--- src/rtl/sub_pipe.sv ---
// sub_pipe: two-stage pipelined two's-complement subtractor on a valid/ready
// stream. It computes diff = a - b - bin as a + ~b + ~bin. The low half of the
// sum resolves in stage 1 and the upper half resolves in stage 2, using a
// chain of 4-bit carry-lookahead groups. The inter-half carry is registered
// between the two stages.
//
// Ports:
//   sys_clk    rising-edge clock
//   sys_rst_n  asynchronous active-low reset
//   in_valid   operand beat present
//   in_ready   block accepts an operand beat this cycle
//   a, b       minuend and subtrahend, WIDTH bits
//   bin        borrow-in from a lower-order word
//   out_valid  result beat present
//   out_ready  consumer accepts the result beat this cycle
//   diff       (a - b - bin) mod 2^WIDTH
//   bout       borrow-out: 1 when unsigned a < b + bin
//   ovf        signed overflow of a - b - bin
module sub_pipe #(
   parameter int unsigned WIDTH = 16   // must be a multiple of 8
) (
   input  logic             sys_clk,
   input  logic             sys_rst_n,
   input  logic             in_valid,
   output logic             in_ready,
   input  logic [WIDTH-1:0] a,
   input  logic [WIDTH-1:0] b,
   input  logic             bin,
   output logic             out_valid,
   input  logic             out_ready,
   output logic [WIDTH-1:0] diff,
   output logic             bout,
   output logic             ovf
);

   localparam int unsigned HALF = WIDTH / 2;
   localparam int unsigned NGRP = HALF / 4;

   // Pipeline occupancy. Bit 0 is the stage-1 valid flag and bit 1 is the
   // stage-2 valid flag.
   typedef enum logic [1:0] {
      st_empty = 2'b00,
      st_s1    = 2'b01,
      st_s2    = 2'b10,
      st_full  = 2'b11
   } occ_t;

   occ_t occ, occ_nxt;

   // Stage-1 registers
   logic [HALF-1:0] s1_lo;     // low-half difference
   logic            s1_cmid;   // carry out of the low half
   logic [HALF-1:0] s1_ahi;    // upper half of a
   logic [HALF-1:0] s1_nbhi;   // upper half of ~b

   // Handshake signals
   logic v1, v2;
   logic s2_ready;
   logic in_fire, s12_fire, out_fire;

   // Datapath results
   logic [HALF:0]   lo_sum;    // {carry, sum} for the low half
   logic [HALF:0]   hi_sum;    // {carry, sum} for the upper half
   logic [WIDTH-1:0] diff_d;
   logic            bout_d;
   logic            ovf_d;
   logic            a_msb, b_msb;

   // One 4-bit carry-lookahead group. Returns {carry_out, sum[3:0]}.
   function automatic logic [4:0] cla4(input logic [3:0] x, input logic [3:0] y,
                                       input logic ci);
      logic [3:0] g, p;
      logic [4:0] c;
      g    = x & y;
      p    = x ^ y;
      c[0] = ci;
      c[1] = g[0] | (p[0] & c[0]);
      c[2] = g[1] | (p[1] & g[0]) | (p[1] & p[0] & c[0]);
      c[3] = g[2] | (p[2] & g[1]) | (p[2] & p[1] & g[0]) | (p[2] & p[1] & p[0] & c[0]);
      c[4] = g[3] | (p[3] & g[2]) | (p[3] & p[2] & g[1]) | (p[3] & p[2] & p[1] & g[0])
           | ((&p) & c[0]);
      return {c[4], p ^ c[3:0]};
   endfunction

   // One half-word adder: the group carries are chained between the
   // 4-bit lookahead groups. Returns {carry_out, sum}.
   function automatic logic [HALF:0] add_half(input logic [HALF-1:0] x,
                                              input logic [HALF-1:0] y,
                                              input logic ci);
      logic [HALF-1:0] s;
      logic [4:0]      r;
      logic            c;
      s = '0;
      c = ci;
      for (int unsigned gi = 0; gi < NGRP; gi++) begin
         r            = cla4(x[gi*4 +: 4], y[gi*4 +: 4], c);
         s[gi*4 +: 4] = r[3:0];
         c            = r[4];
      end
      return {c, s};
   endfunction

   // Ready chain. These signals depend only on the registered state and
   // on out_ready.
   assign v1        = occ[0];
   assign v2        = occ[1];
   assign out_valid = v2;
   assign s2_ready  = !v2 || out_ready;
   assign in_ready  = !v1 || s2_ready;
   assign in_fire   = in_valid && in_ready;
   assign s12_fire  = v1 && s2_ready;
   assign out_fire  = v2 && out_ready;

   // Stage 1 datapath: low half of a + ~b, with carry-in ~bin.
   assign lo_sum = add_half(a[HALF-1:0], ~b[HALF-1:0], ~bin);

   // Stage 2 datapath: upper half, with the registered inter-half carry as
   // carry-in. The operand sign bits are recovered from the registered
   // upper halves. The b sign bit is the inverse of the MSB of ~b.
   assign hi_sum = add_half(s1_ahi, s1_nbhi, s1_cmid);
   assign a_msb  = s1_ahi[HALF-1];
   assign b_msb  = ~s1_nbhi[HALF-1];
   assign diff_d = {hi_sum[HALF-1:0], s1_lo};
   assign bout_d = ~hi_sum[HALF];
   assign ovf_d  = (a_msb != b_msb) && (hi_sum[HALF-1] != a_msb);

   // Next occupancy state. Each valid flag is set by the transfer into its
   // stage. It is cleared by the transfer out of its stage unless that
   // transfer is refilled on the same edge.
   always_comb begin
      logic v1_nxt, v2_nxt;
      v1_nxt  = in_fire  || (v1 && !s12_fire);
      v2_nxt  = s12_fire || (v2 && !out_fire);
      occ_nxt = occ_t'({v2_nxt, v1_nxt});
   end

   always_ff @(posedge sys_clk or negedge sys_rst_n) begin
      if (!sys_rst_n) begin
         occ     <= st_empty;
         s1_lo   <= '0;
         s1_cmid <= 1'b0;
         s1_ahi  <= '0;
         s1_nbhi <= '0;
         diff    <= '0;
         bout    <= 1'b0;
         ovf     <= 1'b0;
      end else begin
         occ <= occ_nxt;
         if (in_fire) begin
            s1_lo   <= lo_sum[HALF-1:0];
            s1_cmid <= lo_sum[HALF];
            s1_ahi  <= a[WIDTH-1:HALF];
            s1_nbhi <= ~b[WIDTH-1:HALF];
         end
         if (s12_fire) begin
            diff <= diff_d;
            bout <= bout_d;
            ovf  <= ovf_d;
         end
      end
   end

endmodule
--- config.mk ---
export PLATFORM = sky130hd
export DESIGN_NAME = sub_pipe
export DESIGN_NICKNAME = d
export VERILOG_FILES = /design/src/rtl/sub_pipe.sv
export SDC_FILE = /design/constraint.sdc
export NUM_CORES = 1
export LEC_CHECK = 0
export BUFFER_PORTS_ARGS = -buffer_cell sky130_fd_sc_hd__buf_2
export CORE_ASPECT_RATIO = 1.1
export CORE_UTILIZATION = 45
export DETAILED_ROUTE_END_ITERATION = 8
export GPL_ROUTABILITY_DRIVEN = 0
export PLACE_DENSITY = 0.69
export SETUP_SLACK_MARGIN = 0.02
export SYNTH_ARGS = -nofsm -noshare
export SYNTH_HDL_FRONTEND = slang
export SYNTH_SLANG_ARGS = --single-unit
--- constraint.sdc ---
create_clock -name sys_clk -period 3.1 [get_ports sys_clk]
set_clock_uncertainty 0.05 [all_clocks]
set_input_delay 0.465 -clock sys_clk [delete_from_list [all_inputs] [get_ports sys_clk]]
set_output_delay 0.465 -clock sys_clk [all_outputs]
set_load 0.01 [all_outputs]
==> impl_metrics.yaml <==
route:
  antenna_left: 0
  drt-initial-drc-count: 34
  route.detailed.drc: 0
  via_per_inst: 5.01
  drt_wl_total_mm: 3.77
  drt-pass1-iter-count: 2
  wl_per_cell_um: 11.7
  vias: 1609
grt:
  antenna_found_initial: 0
  grt_pass1_wl_mm: 6.86
  grt_pass1_vias: 1552
  grt_max_degree: 46
  grt-ovfl-total: 0
  track_usage: 0.159
worst_setup_path:
  cp_data_arrival_time_ns: 2.30
  cp-end-kind: "register"
  critical_path_class: "register to register"
  cp-start-kind: "register"
  cp_data_required_time_ns: 3.24
  cp_max_fo: 3
clock_tree:
  cts_tree: "yes"
  root_buffer: "clkbuf_8"
  cts.htree.levels: 2
  clock_sinks: 45
  cts_setup_buffers: 0
  clockBufferDepth: 2
  clkTransAtPathRegs_ns: 0.08
  postCtsHoldBufs: 0
  cts_buffers: 5
  postCtsResizedCells: 0
  clkLatencyLatePin_ns: 0.29
place:
  place_hpwl_mm: 2.85
  numPlacedInstances: 313
  portBuffers: 56
  place_area_sq_um: 2650
layout:
  n_antenna_cell: 0
  syn_to_final_growth_pct: 18.1
  final_cells: 321
  nets: 321
  design_area_sq_um: 2730
  final_layout_size_suffix_gt1_frac: 0.298
  final_util: 0.570
floorplan:
  core_sq_um: 4780
  start_util: 0.483
  fp.dieW_um: 70.3
  die-area_sq_um: 5420
  num_rows: 26
  die-height_um: 77.1
  boundaryPins: 57
power:
  p_per_area_nw_per_um2: 614
  power.leakage_uw: 0.00136
  ir_drop_uv: 211
timing:
  fmax_mhz: 463
  tns_ns: 0
  holdWs_ns: 0.265
  fin_crit_sh: 0.697
  tightestPinTransition_ns: 0.951
  hold_viol: 0
  maxSlewHeadroom: 0.366
  setup_viol: 0
  drv_slew: 0
  fin_crit_ns: 2.16
  rsz0062_at_grt: "false"
logic_synthesis:
  yosysUniqueCellTypes: 37
  synth.avg_cell_area_sq_um: 11.3
  synthCells: 205
  synth.most_common_cell: "dfrtp_1"
  ys_ff_latch: 45
  yosysWarnings: 0
  syn_area_sq_um: 2310
  ys.flop_type: "dfrtp_1"
  netlist.area_leader.share: 0.488
  synth.net_count: 262
  synth.area.top_cells: "dfrtp_1 (49%), ha_1 (8.7%), mux2_1 (4.4%), nand2_1 (4.2%), mux2_2 (3.9%)"
  synth_edf_count: 0
  yosysTopAreaCell: "dfrtp_1"
  synth_common_cells: "dfrtp_1 (45), nand2_1 (26), ha_1 (16)"
  ys_seq_area_frac: 0.488
  async_flop_share: 1.00
run:
  maxCapViolCount: 0
min_path:
  hp-class: "primary input to asynchronous set/reset pin"
status:
  status: "completed"
state kept, by name (all words and copies together) (netlist names):
signal / flops
s1_lo: 8
s1_ahi: 8
ovf: 1
s1_nbhi: 8
occ: 2
diff: 16
bout: 1
s1_cmid: 1
layer usage:
layer  part of all wire  global-route usage  vias up
met3              0.059              0.0434        7
met2               0.48               0.258       40
met1               0.44               0.195      738
met5                  0                   0        -
li1                   -                   -      824
met4              0.020              0.0780        0
final timing paths:
| kind | startpoint | to | slack, ns | depth (start not counted) |
|---|---|---|---|---|
| setup / recovery | s1_ahi[0] | diff[12] | 0.94 | 7 |
| hold / removal | sys_rst_n | s1_ahi[0] | 0.26 | 1 |
| setup reg to reg | s1_ahi[0] | diff[12] | 0.94 | 7 |
| hold reg to reg | diff[13] | diff[13] | 0.42 | 2 |
| max in group asynchronous | sys_rst_n | s1_lo[5] | 2.15 | 1 |
| min in group sys_clk | b[15] | s1_nbhi[7] | 0.30 | 2 |
where the power goes:
part	switching [uW]	total, uW	internal, uW
clock	188	344	156
sequential	73.5	805	731
combinational	271	527	256
total	532	1680	1140
cell usage in the layout (no fill, tap or decap), types with 4 or more instances in the layout:
| master | instances |
|---|---|
| buf_2 | 56 |
| dfrtp_1 | 45 |
| nand2_1 | 26 |
| ha_1 | 16 |
| inv_1 | 15 |
| o21ai_0 | 15 |
| mux2_1 | 9 |
| o21ai_1 | 8 |
| mux2_2 | 8 |
| xor2_1 | 7 |
| nand2b_1 | 5 |
| o21a_1 | 5 |
| o31ai_1 | 5 |
| clkbuf_8 | 5 |
| nor3_1 | 4 |
| fa_1 | 4 |
final cells by class:
type	count	area [sq um]
timing repair buffer	58	295
clock buffer	6	72.6
tap	56	70.1
clock inverter	2	10.0
fill	426	2050
multi-input combinational	139	1100
sequential	45	1130
inverter	15	56.3
logic make-up (layout without fill, tap and decap cells):
family,after synthesis,after routing,share of synthesized area
multiplexers,19,19,0.0916
AND/OR/NAND/NOR,45,45,0.0921
buffers and inverters,21,81,0.0374
AO/OA/AOI/OAI,46,46,0.136
flip-flops,45,45,0.488
adder cells (fa/ha/maj),20,20,0.121
XOR/XNOR,9,9,0.0341
critical path, cell delays in order, from the launching register on:
cell and delay (ns):
dfrtp_1 0.40, ha_1 0.32, a211oi_2 0.26, nor2_1 0.10, o21ai_0 0.15, nand2b_1 0.09
fa_1 0.42, mux2_2 0.26
stage by stage:
step                      total power (uW)  setup WS (ns)
after floorplan                       1170          0.964
after global placement                1340          0.795
after detailed placement              1360          0.749
after CTS                             1710          0.927
after global routing                  1810          0.772
final                                 1680          0.938
Power figures use the tool's default switching activity.
